`config.mk`:
```
export PLATFORM = sky130hd
export DESIGN_NAME = verificador_paridade_flat
export DESIGN_NICKNAME = d
export VERILOG_FILES = /design/src/rtl/verificador_paridade_if.sv /design/src/rtl/verificador_paridade.sv /design/src/flat_wrapper.sv
export SDC_FILE = /design/constraint.sdc
export NUM_CORES = 1
export LEC_CHECK = 0
export BUFFER_PORTS_ARGS = -buffer_cell sky130_fd_sc_hd__buf_2
export CORE_MARGIN = 2
export CORE_UTILIZATION = 57
export DETAILED_ROUTE_END_ITERATION = 7
export HOLD_SLACK_MARGIN = 0.08
export PLACE_DENSITY = 0.82
export SLEW_MARGIN = 20
export SYNTH_ARGS = -nofsm -noshare
export SYNTH_HDL_FRONTEND = slang
export SYNTH_SLANG_ARGS = --single-unit
```
`constraint.sdc`:
```
create_clock -name clk -period 3.91 [get_ports clk]
set_clock_uncertainty 0.15 [all_clocks]
set_input_delay 0.782 -clock clk [delete_from_list [all_inputs] [get_ports clk]]
set_output_delay 0.782 -clock clk [all_outputs]
set_load 0.02 [all_outputs]
```
`src/rtl/verificador_paridade_if.sv`:
```
// Handshake bundle for the parity checker: 9-bit words in, checked bytes out.
interface verificador_paridade_if;
    logic [8:0] entrada;
    logic       entrada_valida;
    logic       entrada_pronta;
    logic [7:0] saida;
    logic       saida_erro;
    logic       saida_valida;
    logic       saida_pronta;

    modport master (
        output entrada, entrada_valida, saida_pronta,
        input  entrada_pronta, saida, saida_erro, saida_valida
    );

    modport slave (
        input  entrada, entrada_valida, saida_pronta,
        output entrada_pronta, saida, saida_erro, saida_valida
    );
endinterface

```
`src/rtl/verificador_paridade.sv`:
```
// Receive-side parity checker: strips the parity bit, flags bad words, keeps
// saturating word/error statistics and a sticky burst-error alarm.
module verificador_paridade #(
    parameter bit PARIDADE_IMPAR = 1'b0,
    parameter int LARG_CONT      = 16,
    parameter int LIMIAR_ALARME  = 3
) (
    input  logic                 clk,
    input  logic                 rst_n,
    verificador_paridade_if.slave bus,
    input  logic                 limpar,
    output logic [LARG_CONT-1:0] cont_palavras,
    output logic [LARG_CONT-1:0] cont_erros,
    output logic                 alarme
);
    localparam int SEG_W = $clog2(LIMIAR_ALARME + 1);
    localparam logic [SEG_W-1:0] LIMIAR = SEG_W'(LIMIAR_ALARME);

    typedef enum logic {NORMAL, ALARME} estado_t;

    function automatic logic [LARG_CONT-1:0] sat_inc(input logic [LARG_CONT-1:0] v,
                                                     input logic en);
        if (en && (v != {LARG_CONT{1'b1}}))
            return v + LARG_CONT'(1);
        return v;
    endfunction

    logic             pronta;
    logic             aceite;
    logic             erro_in;
    logic [7:0]       saida_p0;
    logic             erro_p0;
    logic             vld_p0;
    estado_t          estado;
    estado_t          estado_prox;
    logic [SEG_W-1:0] seguidos;
    logic [SEG_W-1:0] seguidos_prox;

    assign pronta  = !vld_p0 || bus.saida_pronta;
    assign aceite  = bus.entrada_valida && pronta;
    assign erro_in = (^bus.entrada) ^ PARIDADE_IMPAR;

    assign bus.entrada_pronta = pronta;
    assign bus.saida          = saida_p0;
    assign bus.saida_erro     = erro_p0;
    assign bus.saida_valida   = vld_p0;
    assign alarme             = (estado == ALARME);

    // Output stage p0: one-deep register, refilled on accept, drained on emit
    always_ff @(posedge clk or negedge rst_n) begin
        if (!rst_n) begin
            saida_p0 <= 8'h00;
            erro_p0  <= 1'b0;
            vld_p0   <= 1'b0;
        end else if (aceite) begin
            saida_p0 <= bus.entrada[7:0];
            erro_p0  <= erro_in;
            vld_p0   <= 1'b1;
        end else if (vld_p0 && bus.saida_pronta) begin
            vld_p0   <= 1'b0;
        end
    end

    always_ff @(posedge clk or negedge rst_n) begin
        if (!rst_n) begin
            cont_palavras <= '0;
            cont_erros    <= '0;
        end else if (limpar) begin
            cont_palavras <= '0;
            cont_erros    <= '0;
        end else if (aceite) begin
            cont_palavras <= sat_inc(cont_palavras, 1'b1);
            cont_erros    <= sat_inc(cont_erros, erro_in);
        end
    end

    always_ff @(posedge clk or negedge rst_n) begin
        if (!rst_n) begin
            estado   <= NORMAL;
            seguidos <= '0;
        end else begin
            estado   <= estado_prox;
            seguidos <= seguidos_prox;
        end
    end

    // Once in ALARME the run length is frozen; only limpar brings it back
    always_comb begin
        estado_prox   = estado;
        seguidos_prox = seguidos;
        if (limpar) begin
            estado_prox   = NORMAL;
            seguidos_prox = '0;
        end else if (aceite && (estado == NORMAL)) begin
            if (erro_in) begin
                seguidos_prox = seguidos + SEG_W'(1);
                if (seguidos_prox == LIMIAR)
                    estado_prox = ALARME;
            end else begin
                seguidos_prox = '0;
            end
        end
    end
endmodule
```
`src/flat_wrapper.sv`:
```
// flat-port wrapper written by rule: the top's interface ports become plain ports
module verificador_paridade_flat 
#(
    parameter bit PARIDADE_IMPAR = 1'b0,
    parameter int LARG_CONT      = 16,
    parameter int LIMIAR_ALARME  = 3
)
  (clk, rst_n, limpar, cont_palavras, cont_erros, alarme, bus_entrada, bus_entrada_valida, bus_saida_pronta, bus_entrada_pronta, bus_saida, bus_saida_erro, bus_saida_valida);
  verificador_paridade_if bus_i ();
  input  logic clk;
  input  logic rst_n;
  input  logic limpar;
  output logic [LARG_CONT-1:0] cont_palavras;
  output logic [LARG_CONT-1:0] cont_erros;
  output logic alarme;
  input wire logic [$bits(bus_i.entrada)-1:0] bus_entrada;
  input wire logic [$bits(bus_i.entrada_valida)-1:0] bus_entrada_valida;
  input wire logic [$bits(bus_i.saida_pronta)-1:0] bus_saida_pronta;
  output wire logic [$bits(bus_i.entrada_pronta)-1:0] bus_entrada_pronta;
  output wire logic [$bits(bus_i.saida)-1:0] bus_saida;
  output wire logic [$bits(bus_i.saida_erro)-1:0] bus_saida_erro;
  output wire logic [$bits(bus_i.saida_valida)-1:0] bus_saida_valida;
  assign bus_i.entrada = bus_entrada;
  assign bus_i.entrada_valida = bus_entrada_valida;
  assign bus_i.saida_pronta = bus_saida_pronta;
  assign bus_entrada_pronta = bus_i.entrada_pronta;
  assign bus_saida = bus_i.saida;
  assign bus_saida_erro = bus_i.saida_erro;
  assign bus_saida_valida = bus_i.saida_valida;
  verificador_paridade #(.PARIDADE_IMPAR(PARIDADE_IMPAR), .LARG_CONT(LARG_CONT), .LIMIAR_ALARME(LIMIAR_ALARME)) u_core (.clk(clk), .rst_n(rst_n), .bus(bus_i), .limpar(limpar), .cont_palavras(cont_palavras), .cont_erros(cont_erros), .alarme(alarme));
endmodule
```
==> metrics.log, run 1 <==
[metrics] Std-Cell Core Area: roughly 3900 µm²
[metrics] dominant cell type by count on the critical path: nor2_1
[metrics] overall die width: between 60 and 70 µm
[metrics] Area growth, synth to finish: 18.2%
[metrics] capturing element type of the critical path: flop
[metrics] cts-stage hold buffer count: 0
[metrics] overall track demand over capacity in global routing: 0.239
[metrics] mean instance size in the synthesized netlist: ~9.4 µm²
[metrics] final core utilization: 0.687
[metrics] largest net degree at the start of global routing: 46
[metrics] Design Power: around 960 µW
[metrics] Setup CP Type: in2reg
[metrics] final net count: approximately 320
[metrics] launch point of the worst reg-to-reg path: u_core.bus.saida_valida
[metrics] max-capacitance violation count: 0
[metrics] Placer Congestion: roughly 0.86
[metrics] number of antenna violations at the first check in global routing: 0
[metrics] clock network latency to the later pin of the worst-skew pair: around 300 ps
[metrics] crit-path max cell delay: between 700 and 800 ps
[metrics] number of buffers and inverters on the critical path: 1
[metrics] dominant register cell in the synthesized netlist: dfrtp_1
[metrics] clock tree sinks: between 40 and 50
[metrics] cell row count: 23
[metrics] sequential area share after synthesis: 0.491
[metrics] clock input transition at the sequential cells of the worst setup and hold paths: about 80 ps
[metrics] Required @ worst endpoint: 3920 ps
[metrics] Slew HR: 0.370
[metrics] TritonCTS clock tree: done
[metrics] Initial Utilization: 0.581
[metrics] Worst Reg2Reg Path Length in Cells: 5
[metrics] post-route clock period utilization: 0.687
[metrics] number of warnings reported in the yosys synthesis log: 0
[metrics] DRC Markers: 0
[metrics] min Tclk post-route: around 2700 ps
[metrics] library cells used by synthesis: 32
[metrics] VDD IR-drop max: 0.000258 V
[metrics] share of layout cells above drive strength 1: 0.240
[metrics] Synth async-reset ratio: 1.00
[metrics] Routed WL per cell: around 14 µm
[metrics] number of cells after detailed placement: roughly 340
[metrics] die span in y: around 67 µm
[metrics] estimated wirelength of the detail-placed design: about 3.4 mm
[metrics] data arrival time at the worst-slack endpoint: 2700 ps
[metrics] vias after detailed routing: just under 2,000
[metrics] First-pass DRT Iterations: 4
[metrics] Clock Tree Buf Depth: 2
[metrics] number of buffers inserted to repair setup after CTS: 0
[metrics] endpoint of the worst register-to-register path: u_core.cont_erros[9]
[metrics] slowest cell on the critical path: xnor2_1
[metrics] accumulated negative setup slack: 0 ps
[metrics] Final Setup Violations: 0
[metrics] clock tree root driver cell: clkbuf_8
[metrics] area of the die: 4540 µm²
[metrics] worst setup timing slack at the placement stage: between 900 and 1000 ps
[metrics] number of DRC violations after detailed-routing iteration 0: roughly 110
[metrics] H-tree Lvls: 2
[metrics] total congestion overflow after global routing: 0
[metrics] CTS-repair resized insts: 0
[metrics] critical path's top delay family: XOR/XNOR gates
[metrics] static leakage power: 1.30 nW
[metrics] Total Wirelength: around 4.9 mm
[metrics] count of placed standard cells in the final layout, fillers left out: 350
[metrics] Diodes inserted: 0
[metrics] flops & latches, synth: 45
[metrics] type of the worst min-delay path: in2async
[metrics] number of CTS-inserted buffers: 5
[metrics] area of the mapped netlist: 2290 µm²
[metrics] number of buffers inserted by port buffering: 57
[metrics] Area contributors post-synth: dfrtp_1, nand2_1, nor2_1, xnor2_1, xor2_1
[metrics] number of synthesized flops with an enable pin: 0
[metrics] worst-path maximum fanout: 12
[metrics] vias per std cell: ~5.7
[metrics] maximum clock rate: between 300 and 400 MHz
[metrics] synthesized instance count: 245
[metrics] net count after synthesis: ~260
[metrics] wire length of the first global-routing pass: 8.18 mm
[metrics] Setup crit start kind: input port
[metrics] Max Transition Viols Final: 0
[metrics] setup repair after global routing missed its margin: false
[metrics] number of hold violations in the final report: 0
[metrics] power density over the cells: between 300 and 400 nW/µm²
[metrics] via count of the first global-routing pass: 1,843
[metrics] CP Cell Sequence: buf_2 > xor2_1 > xnor3_2 > xnor2_1 > nor2_1 > a21oi_1 > nor2_1
[metrics] Worst-Margin Slew: 939 ps
[metrics] fraction of post-synthesis cell area in the top cell type by area: 0.491
[metrics] number of nets still failing antenna checks after routing: 0
[metrics] number of top-level design ports: 58
[metrics] number of filler cells placed in the layout: ~320
[metrics] status: finished, final reports clean
[metrics] worst reg-to-reg setup slack: between 1500 and 2000 ps
[metrics] Final Worst Setup Slack: 1220 ps
[metrics] largest area contributor in the synthesized netlist: dfrtp_1
==> synth_stat cells (6+ instances only) <==
cell type,count
nand2_1,39
o21ai_0,7
xnor2_1,13
nand3_1,8
nand4_1,13
nor3_1,6
or3_1,7
nor2_1,31
nor4_1,8
a21oi_1,10
xor2_1,13
dfrtp_1,45
clkbuf_1,10
==> routing by layer <==
| metal | share of wire | track usage | up-vias |
|---|---|---|---|
| met5 | 0 | 0 | - |
| met3 | 0.061 | 0.0567 | 12 |
| met4 | 0.021 | 0.105 | 0 |
| met2 | 0.50 | 0.397 | 69 |
| li1 | - | - | 953 |
| met1 | 0.42 | 0.298 | 947 |
==> state kept, by name, summed over array words and instances, names as in the netlist <==
name / flops
u_core.alarme: 1
u_core.seguidos: 2
u_core.bus.saida_erro: 1
u_core.bus.saida_valida: 1
u_core.cont_palavras: 16
u_core.bus.saida: 8
u_core.cont_erros: 16
==> stage by stage <==
stage	hold slack, ps	instance area [µm²]
floorplan	336	2290
global placement	305	2600
detailed placement	309	2600
CTS	333	2690
global route	202	2710
finish	191	2710
==> worst max path at each step <==
stage	end	depth (start not counted)	slack [ps]	start
2_1_floorplan	u_core.cont_erros[9]	6	1290	bus_entrada[5]
3_3_place_gp	u_core.alarme	7	990	bus_entrada[2]
3_5_place_dp	u_core.alarme	7	960	bus_entrada[2]
4_1_cts	u_core.alarme	7	1220	bus_entrada[2]
5_1_grt	u_core.alarme	7	1080	bus_entrada[2]
6_report	u_core.alarme	7	1220	bus_entrada[2]
==> worst reg2reg max path, delay by kind of cell (launching register included) <==
kind	cells	cell delay [ps]
DFF	1	380
and+or+nand+nor	4	1190
muxes	1	360
==> layout by cell type, fill, tap and decap left out, drive strengths merged <==
cell	Yosys	routed
buf	1	59
dfrtp	45	45
nand2	39	39
nor2	31	31
xor2	14	14
nand4	13	13
xnor2	13	13
a21oi	10	10
nand3	9	9
nor4	9	9
o21ai	7	7
or3	7	7
clkbuf	10	7
nor3	6	6
inv	3	3
or4	3	3
nor2b	3	3
mux2	3	3
and4	3	3
ha	3	3
nand2b	2	2
and2	2	2
and3	2	2
a311oi	2	2
xnor3	1	1
a31oi	1	1
mux2i	1	1
a21o	1	1
nand4b	1	1
==> power breakdown <==
group,internal [mW],total [mW],switching (mW)
registers,0.487,0.502,0.0146
clock network,0.140,0.289,0.149
logic,0.0563,0.170,0.113
==> area by class of cell <==
type / instances / area, µm² / share of cell area
sequential: 45 / 1130 / 0.416
multi-input combinational: 186 / 1110 / 0.410
timing repair buffer: 59 / 313 / 0.115
clock buffer: 7 / 86.3 / 0.0319
tap: 50 / 62.6 / 0.0231
inverter: 3 / 11.3 / 0.00416
==> kinds of logic (layout without fill, tap and decap cells) <==
logic type / after synthesis / after routing / share of synthesized area
compound gates: 21 / 21 / 0.0508
buf+inv: 14 / 69 / 0.0246
flops: 45 / 45 / 0.491
fa+ha+maj: 3 / 3 / 0.0164
simple gates: 130 / 130 / 0.281
xor+xnor: 28 / 28 / 0.117
mux: 4 / 4 / 0.0191
Note: power is estimated with default switching activity, not from simulation.
==> run 2, diff against run 1 <==
--- a/config.mk
+++ b/config.mk
@@ -7,10 +7,10 @@
 export LEC_CHECK = 0
 export BUFFER_PORTS_ARGS = -buffer_cell sky130_fd_sc_hd__buf_2
 export CORE_MARGIN = 2
-export CORE_UTILIZATION = 57
+export CORE_UTILIZATION = 48
 export DETAILED_ROUTE_END_ITERATION = 7
 export HOLD_SLACK_MARGIN = 0.08
-export PLACE_DENSITY = 0.82
+export PLACE_DENSITY = 0.73
 export SLEW_MARGIN = 20
 export SYNTH_ARGS = -nofsm -noshare
 export SYNTH_HDL_FRONTEND = slang
==> constraint.sdc (replaced) <==
create_clock -name clk -period 2.2 [get_ports clk]
set_clock_uncertainty 0.15 [all_clocks]
set_input_delay 0.44 -clock clk [delete_from_list [all_inputs] [get_ports clk]]
set_output_delay 0.44 -clock clk [all_outputs]
set_load 0.02 [all_outputs]
==> metrics.log, run 2 (synthesized netlist as in run 1, its figures left out) <==
[metrics] capturing element type of the critical path: flop
[metrics] Placer Congestion: 0.852 (-1.5%)
[metrics] cts-stage hold buffer count: 0 (unchanged)
[metrics] total congestion overflow after global routing: 0 (unchanged)
[metrics] overall track demand over capacity in global routing: 0.212 (-0.0273)
[metrics] final net count: 333 (+5.0%)
[metrics] slowest cell on the critical path: xnor3_2
[metrics] clock input transition at the sequential cells of the worst setup and hold paths: 80 ps (about the same)
[metrics] clock network latency to the later pin of the worst-skew pair: 300 ps (about the same)
[metrics] number of hold violations in the final report: 0 (unchanged)
[metrics] Diodes inserted: 0 (unchanged)
[metrics] type of the worst min-delay path: in2async
[metrics] CP Cell Sequence: buf_2 > xnor2_1 > xnor3_2 > xor2_2 > nand4_1 > nor3_1 > mux2_2
[metrics] wire length of the first global-routing pass: 8.89 mm (+8.7%)
[metrics] number of DRC violations after detailed-routing iteration 0: 98 (-7.5%)
[metrics] data arrival time at the worst-slack endpoint: 2120 ps (-580 ps)
[metrics] post-route clock period utilization: 0.947
[metrics] Clock Tree Buf Depth: 2 (unchanged)
[metrics] Worst-Margin Slew: 539 ps (-400 ps)
[metrics] commonest non-fill, non-tap cells in the layout: buf_2, dfrtp_1, nand2_1
[metrics] max-capacitance violation count: 0 (unchanged)
[metrics] Area growth, synth to finish: 24.6%
[metrics] clock tree sinks: 45 (unchanged)
[metrics] storage element area: 1130 µm² (unchanged)
[metrics] number of nets still failing antenna checks after routing: 0 (unchanged)
[metrics] estimated wirelength of the detail-placed design: 3.65 mm (+8.2%)
[metrics] Total Wirelength: 5.06 mm (+4.2%)
[metrics] setup repair after global routing missed its margin: false
[metrics] H-tree Lvls: 2 (unchanged)
[metrics] clock tree root driver cell: clkbuf_8
[metrics] via count of the first global-routing pass: 2,062 (+12%)
[metrics] CTS-repair resized insts: 0 (unchanged)
[metrics] Initial Utilization: 0.492 (-0.0896)
[metrics] most common library cell in the layout ignoring fill and taps: buf_2
[metrics] number of CTS-inserted buffers: 5 (unchanged)
[metrics] Design Power: 1.86 mW (+94%)
[metrics] area of the die: 5340 µm² (+18%)
[metrics] share of layout cells above drive strength 1: 0.284 (+0.0439)
[metrics] crit-path max cell delay: 480 ps (-290 ps)
[metrics] Slew HR: 0.637 (+0.268)
[metrics] number of antenna violations at the first check in global routing: 0 (unchanged)
[metrics] Max Transition Viols Final: 0 (unchanged)
[metrics] overall die width: 73.1 µm (+8.4%)
[metrics] status: finished, final reports clean
[metrics] post-layout instance area: 2860 µm² (+5.4%)
[metrics] largest net degree at the start of global routing: 46 (unchanged)
[metrics] DRC Markers: 0 (unchanged)
[metrics] number of buffers inserted by port buffering: 57 (unchanged)
[metrics] TritonCTS clock tree: done
[metrics] cell row count: 25 (+8.7%)
[metrics] Routed WL per cell: 13.6 µm (-1.7%)
[metrics] static leakage power: 1.40 nW (+7.1%)
[metrics] Final Setup Violations: 0 (unchanged)
[metrics] vias after detailed routing: 2,037 (+2.8%)
[metrics] worst-path maximum fanout: 3 (-9)
[metrics] number of filler cells placed in the layout: 420 (+30%)
[metrics] number of top-level design ports: 58 (unchanged)
[metrics] First-pass DRT Iterations: 4 (unchanged)
[metrics] vias per std cell: 5.49 (-3.0%)
[metrics] die span in y: 73.1 µm (+8.4%)
[metrics] maximum clock rate: 480 MHz
[metrics] Setup crit start kind: input port
[metrics] VDD IR-drop max: 0.000393 V (+53%)
[metrics] min Tclk post-route: 2080 ps
[metrics] accumulated negative setup slack: 0 ps (unchanged)
[metrics] Required @ worst endpoint: 2240 ps (-1680 ps)
[metrics] Std-Cell Core Area: 4660 µm² (+18%)
[metrics] number of buffers inserted to repair setup after CTS: 0 (unchanged)
[metrics] power density over the cells: 652 nW/µm² (+84%)
[metrics] area occupied by multi-input gates: 1110 µm² (+0.34%)
[metrics] Setup CP Type: in2reg
[metrics] Placed Area: 2740 µm² (+5.1%)
## run 2: area by class of cell
type	count	share of cell area
sequential	45	0.394
multi-input combinational	186	0.390
timing repair buffer	75	0.147
clock buffer	7	0.0302
tap	54	0.0237
clock inverter	1	0.0105
inverter	3	0.00394
## run 2: per-layer routing
metal / GRT usage / vias up / routed length [µm]
met5: 0 / - / 0
met4: 0.0947 / 0 / 85
met2: 0.359 / 57 / 2540
li1: - / 986 / -
met3: 0.0373 / 8 / 243
met1: 0.263 / 986 / 2190
## run 2: final timing paths
kind / slack [ps] / endpoint / start / cells after the start
max in group asynchronous: 1460 / u_core.cont_erros[4] / rst_n / 2
setup reg to reg: 140 / u_core.cont_erros[15] / u_core.cont_erros[5] / 6
hold / removal: 60 / u_core.bus.saida[7] / rst_n / 2
setup / recovery: 120 / u_core.cont_erros[14] / bus_entrada[4] / 7
min in group clk: 200 / u_core.bus.saida[5] / bus_entrada[5] / 3
hold reg to reg: 340 / u_core.bus.saida[3] / u_core.bus.saida[3] / 2
## run 2: worst max-delay path: cells and delay by family
family / cells / cell delay, ps
xor+xnor: 3 / 850
buf+inv: 1 / 110
simple gates: 2 / 360
mux: 1 / 360
## run 2: where the power goes
group / internal, mW / switching (mW)
clock network: 0.370 / 0.272
logic: 0.122 / 0.205
registers: 0.865 / 0.0262
total: 1.36 / 0.503
## run 2: metrics by stage
| stage | setup WS, ps | instances | hold WS (ps) | util |
|---|---|---|---|---|
| global route | 4.05 | 371 | 120 | 0.613 |
| global placement | -151 | 363 | 304 | 0.587 |
| CTS | 116 | 371 | 80.5 | 0.612 |
| floorplan | 2.94 | 245 | -5.59 | - |
| finish | 117 | 371 | 61.1 | 0.613 |
| detailed placement | -206 | 363 | 314 | 0.587 |
